--- src/rtl/la_pkg.sv ---
// Shared definitions for the logic-analyzer front end.
//
// Contents:
//   DEFAULT_CLKS_PER_BIT - bit period in clocks for a 100 MHz clock at 115200 baud
//   uart_rx_state_t      - state encoding for the uart_rx receiver FSM
//   ST_*                 - uart_rx state constants
package la_pkg;

  localparam int DEFAULT_CLKS_PER_BIT = 868;

  // Plain vector encoding so the states can be used by older tools and
  // compared directly against captured analyzer traces.
  typedef logic [2:0] uart_rx_state_t;

  localparam uart_rx_state_t ST_IDLE      = 3'd0;
  localparam uart_rx_state_t ST_START     = 3'd1;
  localparam uart_rx_state_t ST_DATA      = 3'd2;
  localparam uart_rx_state_t ST_STOP      = 3'd3;
  localparam uart_rx_state_t ST_WAIT_HIGH = 3'd4;

endpackage

--- src/rtl/sync_2ff.sv ---
// Two-flop synchronizer for one asynchronous input bit.
//
// Parameters:
//   RESET_VAL - value both flops take while reset is high
// Ports:
//   clock - system clock, rising edge
//   reset - synchronous active-high reset
//   d     - asynchronous input
//   q     - synchronized output, two clocks behind d
module sync_2ff #(
  parameter logic RESET_VAL = 1'b1
) (
  input  logic clock,
  input  logic reset,
  input  logic d,
  output logic q
);

  logic meta_q;
  logic sync_q;

  // First flop may go metastable; the second gives it a full cycle to settle.
  always_ff @(posedge clock) begin
    if (reset) begin
      meta_q <= RESET_VAL;
      sync_q <= RESET_VAL;
    end else begin
      meta_q <= d;
      sync_q <= meta_q;
    end
  end

  assign q = sync_q;

endmodule

--- src/rtl/uart_rx.sv ---
// 8N1 UART receiver, LSB first, idle-high line.
//
// Parameters:
//   CLKS_PER_BIT  - clock cycles per serial bit (16..65535)
// Ports:
//   clock         - system clock, rising edge
//   reset         - synchronous active-high reset
//   rx            - asynchronous serial input
//   byte_out      - last correctly framed byte, held between pulses
//   byte_ready    - one-cycle pulse when byte_out is newly valid
//   framing_error - one-cycle pulse when the stop bit samples low
//   busy          - high whenever the receiver is not idle
module uart_rx
  import la_pkg::*;
#(
  parameter int CLKS_PER_BIT = DEFAULT_CLKS_PER_BIT
) (
  input  logic       clock,
  input  logic       reset,
  input  logic       rx,
  output logic [7:0] byte_out,
  output logic       byte_ready,
  output logic       framing_error,
  output logic       busy
);

  localparam int CNT_W = $clog2(CLKS_PER_BIT);
  localparam logic [CNT_W-1:0] CNT_LAST = CNT_W'(CLKS_PER_BIT - 1);
  localparam logic [CNT_W-1:0] CNT_HALF = CNT_W'(CLKS_PER_BIT / 2 - 1);

  logic rx_sync;

  uart_rx_state_t   state_q, state_d;
  logic [CNT_W-1:0] cnt_q, cnt_d;
  logic [2:0]       bit_idx_q, bit_idx_d;
  logic [7:0]       shift_q, shift_d;
  logic [7:0]       byte_out_q, byte_out_d;
  logic             byte_ready_q, byte_ready_d;
  logic             framing_error_q, framing_error_d;

  // Line idles high, so the synchronizer resets to 1 to avoid a false start.
  sync_2ff #(
    .RESET_VAL(1'b1)
  ) u_sync_rx (
    .clock(clock),
    .reset(reset),
    .d    (rx),
    .q    (rx_sync)
  );

  always_comb begin
    state_d         = state_q;
    cnt_d           = cnt_q;
    bit_idx_d       = bit_idx_q;
    shift_d         = shift_q;
    byte_out_d      = byte_out_q;
    byte_ready_d    = 1'b0;
    framing_error_d = 1'b0;

    case (state_q)
      ST_IDLE: begin
        cnt_d = '0;
        if (!rx_sync) begin
          state_d = ST_START;
        end
      end

      // Re-check the start bit at its midpoint; this both rejects short
      // glitches and aligns every later sample to mid-bit.
      ST_START: begin
        if (cnt_q == CNT_HALF) begin
          cnt_d = '0;
          if (!rx_sync) begin
            state_d   = ST_DATA;
            bit_idx_d = 3'd0;
          end else begin
            state_d = ST_IDLE;
          end
        end else begin
          cnt_d = cnt_q + CNT_W'(1);
        end
      end

      ST_DATA: begin
        if (cnt_q == CNT_LAST) begin
          cnt_d              = '0;
          shift_d[bit_idx_q] = rx_sync;
          if (bit_idx_q == 3'd7) begin
            state_d = ST_STOP;
          end else begin
            bit_idx_d = bit_idx_q + 3'd1;
          end
        end else begin
          cnt_d = cnt_q + CNT_W'(1);
        end
      end

      // Returning to IDLE at mid-stop leaves half a bit of slack to catch
      // a start bit that follows immediately.
      ST_STOP: begin
        if (cnt_q == CNT_LAST) begin
          cnt_d = '0;
          if (rx_sync) begin
            byte_out_d   = shift_q;
            byte_ready_d = 1'b1;
            state_d      = ST_IDLE;
          end else begin
            framing_error_d = 1'b1;
            state_d         = ST_WAIT_HIGH;
          end
        end else begin
          cnt_d = cnt_q + CNT_W'(1);
        end
      end

      // A held-low line (break) must not be mistaken for a stream of
      // zero bytes, so wait for the line to recover before re-arming.
      ST_WAIT_HIGH: begin
        cnt_d = '0;
        if (rx_sync) begin
          state_d = ST_IDLE;
        end
      end

      default: begin
        cnt_d   = '0;
        state_d = ST_IDLE;
      end
    endcase
  end

  always_ff @(posedge clock) begin
    if (reset) begin
      state_q         <= ST_IDLE;
      cnt_q           <= '0;
      bit_idx_q       <= 3'd0;
      shift_q         <= 8'h00;
      byte_out_q      <= 8'h00;
      byte_ready_q    <= 1'b0;
      framing_error_q <= 1'b0;
    end else begin
      state_q         <= state_d;
      cnt_q           <= cnt_d;
      bit_idx_q       <= bit_idx_d;
      shift_q         <= shift_d;
      byte_out_q      <= byte_out_d;
      byte_ready_q    <= byte_ready_d;
      framing_error_q <= framing_error_d;
    end
  end

  assign byte_out      = byte_out_q;
  assign byte_ready    = byte_ready_q;
  assign framing_error = framing_error_q;
  assign busy          = (state_q != ST_IDLE);

endmodule
--- config.mk ---
export PLATFORM = sky130hd
export DESIGN_NAME = uart_rx
export DESIGN_NICKNAME = d
export VERILOG_FILES = /design/src/rtl/la_pkg.sv /design/src/rtl/sync_2ff.sv /design/src/rtl/uart_rx.sv
export SDC_FILE = /design/constraint.sdc
export NUM_CORES = 1
export LEC_CHECK = 0
export BUFFER_PORTS_ARGS = -buffer_cell sky130_fd_sc_hd__buf_2
export CORE_ASPECT_RATIO = 0.5
export CORE_MARGIN = 2
export CORE_UTILIZATION = 48
export DETAILED_ROUTE_END_ITERATION = 10
export HOLD_SLACK_MARGIN = 0.03
export PLACE_DENSITY_LB_ADDON = 0.2
export SYNTH_ARGS = -nofsm -noshare
export SYNTH_HDL_FRONTEND = slang
export SYNTH_HIERARCHICAL = 1
export SYNTH_SLANG_ARGS = --single-unit
--- constraint.sdc ---
create_clock -name clock -period 2.1 [get_ports clock]
set_input_delay 0.315 -clock clock [delete_from_list [all_inputs] [get_ports clock]]
set_output_delay 0.315 -clock clock [all_outputs]
set_load 0.02 [all_outputs]
; Word level (Yosys, flattened, before mapping)
; Cells that the tools add are included.
[op_classes]
n_addsub = 2
multipliers = 0
n_div = 0
magnitude_cmp = 2
n_eq_ne = 15
shifts = 0
muxes = 22
bitwise_logic = 2
reduce_logical = 10
[op_table]
columns = op, count
row1 = 3-bit 2-to-1 mux, 11
row2 = 10-bit 2-to-1 mux, 2
row3 = 10-bit case mux with 2 select lines, 1
row4 = 3-bit case mux with 5 select lines, 1
row5 = 2-bit != test (second input constant), 7
row6 = 10-bit by 1-bit adder with 10-bit output (second input constant), 1
row7 = 10-bit equality test (second input constant), 1
row8 = 10-bit by 9-bit equality test with 1-bit output (second input constant), 1
row9 = 8-bit bitwise mux, 1
row10 = 3-bit by 2-bit equality test with 1-bit output (second input constant), 2
row11 = 3-bit equality test (second input constant), 2
row12 = 3-bit case mux with 2 select lines, 1
row13 = 6-bit AND reduction, 1
row14 = 5-bit AND reduction, 1
row15 = 3-bit by 4-bit < comparator with 1-bit output (second input constant), 1
row16 = 3-bit by 1-bit adder with 3-bit output (second input constant), 1
row17 = 1-bit demux with 3-bit select, 1
row18 = 3-bit by 1-bit equality test with 1-bit output (second input constant), 1
row19 = 3-bit by 1-bit >= comparator with 1-bit output (second input constant), 1
row20 = 3-bit zero test, 1
row21 = 1-bit 2-to-1 mux, 3
row22 = 3-bit AND reduction, 1
row23 = 3-bit nonzero test, 1
row24 = 3-bit OR reduction, 1
row25 = other kinds (7), 8
[word_totals]
ff_bits = 36
latchBits = 0
ram_bits = 0
rom_bits = 0
inputBits = 3
output_inout_bits = 11
n_memories = 0

; Depth between registers and ports, before layout
[depth]
depth_word = 5
depth_mapped = 6
mapped_depth_nobuf = 6

; Cells and area by module
; The synthesis kept the hierarchy.
[modules_own_cells]
columns = mod, n_inst, cells_each, area_each_um2, seq_area_each_um2
row1 = uart_rx, 1, 180, 1736.7, 680.7
row2 = sync_2ff, 1, 4, 52.6, 40.0

; Worst setup path after synthesis
; No wires, ideal clock.
[synth_timing]
path_kind = flip-flop to flip-flop
from = register bit_idx_q[0]
to = register state_q[0]
arrival_ns = 1.725
setup_slack_ns = 0.254
stages_incl_launch_ff = 7
synth_period_minus_slack_ns = 1.846
cell_sequence = dfxtp_1 -> ha_1 -> ha_1 -> nor2b_1 -> o311a_1 -> a2111oi_4 -> mux2_4
[synth_between]
elab_chain_cells = 3
[synth_rtl]
columns = item, line_no
row1 = start: declaration, uart_rx.sv:35  ; logic [2:0] bit_idx_q, bit_idx_d;
row2 = start signal: assignment, uart_rx.sv:144  ; bit_idx_q <= bit_idx_d;
row3 = 3-bit equality test, uart_rx.sv:88  ; if (bit_idx_q == 3'd7) begin
row4 = 2-bit != test (no source line), --
row5 = 6-bit AND reduction (no source line), --
row6 = end signal: assignment, uart_rx.sv:142  ; state_q <= state_d;
row7 = end: declaration, uart_rx.sv:33  ; uart_rx_state_t state_q, state_d;
; No other way between the ends.
; A chain may end at the register's enable or synchronous reset.

; Worst setup path after layout
[layout_timing]
from = register cnt_q[0]
to = register shift_q[4]
[layout_between]
elab_chain_cells = 2
[layout_rtl]
columns = item, line_no
row1 = start: declaration, uart_rx.sv:34  ; logic [CNT_W-1:0] cnt_q, cnt_d;
row2 = start signal: assignment, uart_rx.sv:143  ; cnt_q <= cnt_d;
row3 = 10-bit equality test, uart_rx.sv:85  ; if (cnt_q == CNT_LAST) begin
row4 = 2-bit AND reduction (no source line), --
row5 = end signal: assignment, uart_rx.sv:145  ; shift_q <= shift_d;
row6 = end: declaration, uart_rx.sv:36  ; logic [7:0] shift_q, shift_d;
; No other way between the ends.

==> impl_metrics.csv <==
group,metric,value,unit
layout,final_cells,252,
power,p_switching,0.374,mW
power,ir_drop,0.449,mV
sta,rsz0062_at_grt,"no",
layout,seq_area,722,sq um
yosys,synth.most_common_cell,"dfxtp_1",
worst_hold_path,hp-class,"in -> reg",
die,dieArea,4260,sq um
detailed_routing,drc,0,
placed_design,dpl.cell_count,244,
worst_setup_path,cp-end-kind,"flip-flop",
yosys,synth_common_cells,"36 x dfxtp_1, 25 x nor2_1, 13 x mux2i_1",
worst_setup_path,crit_type,"reg -> reg",
yosys,syn-num-nets,191,
power,clock_power_share,35.3,%
yosys,synth_top_area_share,40.3,%
die,rows,15,
sta,finalWorstSetupSlack,0.163,ns
yosys,synth.area.top_cells,"dfxtp_1 40%, mux2i_1 7.3%, nor2_1 5.2%",
global_routing,first_global_vias,1224,
yosys,synth-edff-count,0,
sta,period_minus_slack,1.94,ns
clocking,clockBufferDepth,2,
worst_setup_path,path_max_fanout,8,
power,switching_share,26.0,%
power,p_int,1.06,mW
die,core,3510,sq um
power,power_density,724,nW/um^2
clocking,cts_root_buffer,"clkbuf_8",
global_routing,grt_max_degree,24,
detailed_routing,routed_wirelength,3.43,mm
clocking,cts.clk_slew.worst_paths,0.07,ns
yosys,synthArstFlopShare,0,%
die,die_h,47.2,um
power,power_frac_seq,50.4,%
sta,final_hold_viol_count,0,
sta,setup_violations,0,
yosys,syn_inst,184,
layout,n_antenna_cell,0,
layout,syn2layout_area_growth,10.8,%
die,die_w,90.3,um
sta,fmax,0.516,GHz
power,combPwrFrac,14.3,%
clocking,clkSinkCount,36,
clocking,cts_buffers,5,
layout,multiInputGateArea,977,sq um
clocking,insertion_delay,0.29,ns
sta,slew_headroom,67.9,%
worst_setup_path,cp-start-kind,"flip-flop",
placed_design,place.gp.congestion,0.754,
yosys,synth_cell_type_count,48,
global_routing,grt_overflow,0,
placed_design,dp_slack,0.120,ns
sta,final.setup.tns,0,ns
global_routing,grtUsageTotal,17.7,%
detailed_routing,vias,1361,
global_routing,grt_first_pass_wirelength,5.75,mm
layout,layout-drive-gt1-share,20.4,%
detailed_routing,drt_iter0_markers,66,
detailed_routing,drt_first_pass_iters,5,
detailed_routing,post_drt_wl_per_cell,13.6,um
detailed_routing,postRouteAntennaNets,0,
layout,nets,207,
clocking,cts_tree,"yes",
die,ios,14,
clocking,htreeDepth,2,
placed_design,dpl.hpwl,2.40,mm
status,status,"finished, final reports clean",
flow_run,drv_cap,0,
yosys,syn_avg_cell_area,9.72,sq um
layout,fillers,316,
yosys,synth_ff_type,"dfxtp_1",
yosys,yosysTopAreaCell,"dfxtp_1",
sta,hold_ws,0.204,ns
layout,utilization,56.5,%
sta,period_share,92.2,%
sta,worstMarginPinSlew,0.482,ns
die,floorplan.initialDensity,51.0,%
yosys,yosys_warnings,6,
power,p_leak,0.711,nW
yosys,syn_area,1790,sq um
placed_design,io_buffers,13,
yosys,synth-seq-cells,36,
worst_setup_path,cp.arrival,2.10,ns
yosys,ys_seq_area_share,40.3,%
worst_setup_path,required,2.26,ns
clocking,postCtsSetupBuffers,0,
sta,slew_viol_final,0,
sta,finClkSkew,0.00703,ns
global_routing,antenna_found_initial,0,
detailed_routing,via_per_inst,5.40,
path summary, 6_finish.rpt:
check,startpoint,to,slack [ns],cells past startpoint
worst max-delay path,cnt_q[0],shift_q[4],0.16,5
worst min-delay path,rx,u_sync_rx/meta_q,0.20,2
worst max register to register,cnt_q[0],shift_q[4],0.16,5
worst min register to register,u_sync_rx/meta_q,u_sync_rx/q,0.41,1
registers in the layout, indices dropped and copies added (netlist names):
signal,flops
state_q,3
cnt_q,10
byte_ready,1
u_sync_rx/q,1
shift_q,8
u_sync_rx/meta_q,1
byte_out,8
framing_error,1
bit_idx_q,3
repair_timing:
item / 4_1_cts / 5_1_grt
hold buffers: 0 / 0
endpoints found under the setup margin: 0 / 3
resized for setup: 0 / 1
cells by family after synthesis:
logic type                 after synthesis  synth area share (%)
buffers and inverters                   15                  5.10
AOI/OAI and AO/OA                       24                  12.1
DFF                                     36                  40.3
adders and majority gates                4                  2.80
muxes                                   14                  8.11
and+or+nand+nor                         83                  27.7
xor gates and xnor gates                 8                  3.92
cells in the final DEF, fill, tap and decap left out, types with 2 or more instances in the layout:
cell / instances
a21oi_1: 8
and4bb_2: 2
buf_2: 13
buf_4: 5
clkbuf_8: 6
dfxtp_1: 35
ha_1: 4
inv_1: 5
mux2i_1: 13
nand2_1: 10
nand2b_1: 2
nand3_1: 9
nand4_1: 8
nor2_1: 25
nor2b_1: 3
nor3_1: 3
nor4_4: 2
o31ai_1: 8
or2_1: 3
xnor2_1: 5
xor2_1: 3
cell type report:
cell class              count  share of cell area, %
inverters                   6                   1.14
clock inverters             1                  0.379
flip-flops and latches     36                   36.4
clock buffers               7                   4.36
well taps                  51                   3.22
multi-input cells         133                   49.3
repair buffers             18                   5.18
worst max-delay path, cell delays in order, from the launching register on:
cell and delay, ns:
dfxtp_1 0.40, ha_1 0.26, and4bb_2 0.32, nand4_1 0.37, o31ai_1 0.37, a21oi_1 0.10
power by group through the flow:
stage | Sequential, mW | Combinational (mW) | Clock (mW)
CTS | 0.723 | 0.205 | 0.526
floorplan | 0.720 | 0.188 | 0
detailed placement | 0.739 | 0.204 | 0
finish | 0.724 | 0.205 | 0.506
global route | 0.727 | 0.223 | 0.552
global placement | 0.738 | 0.204 | 0
through the flow:
stage	instance area [sq um]	power [mW]
after floorplan	1790	0.907
after global placement	1890	0.942
after detailed placement	1890	0.942
after CTS	1980	1.45
after global routing	1980	1.50
final	1980	1.43
per-layer routing:
metal  vias to the layer above  routed length (um)  share of wire (%)  track usage [%]
li1                        689                   -                  -                -
met1                       635                1740                 51             22.5
met2                        30                1490                 43             28.6
met3                         7                 140                4.1             5.78
met4                         0                  55                1.6             8.62
met5                         -                   0                  0                0
Note: power is estimated with default switching activity, not from simulation.
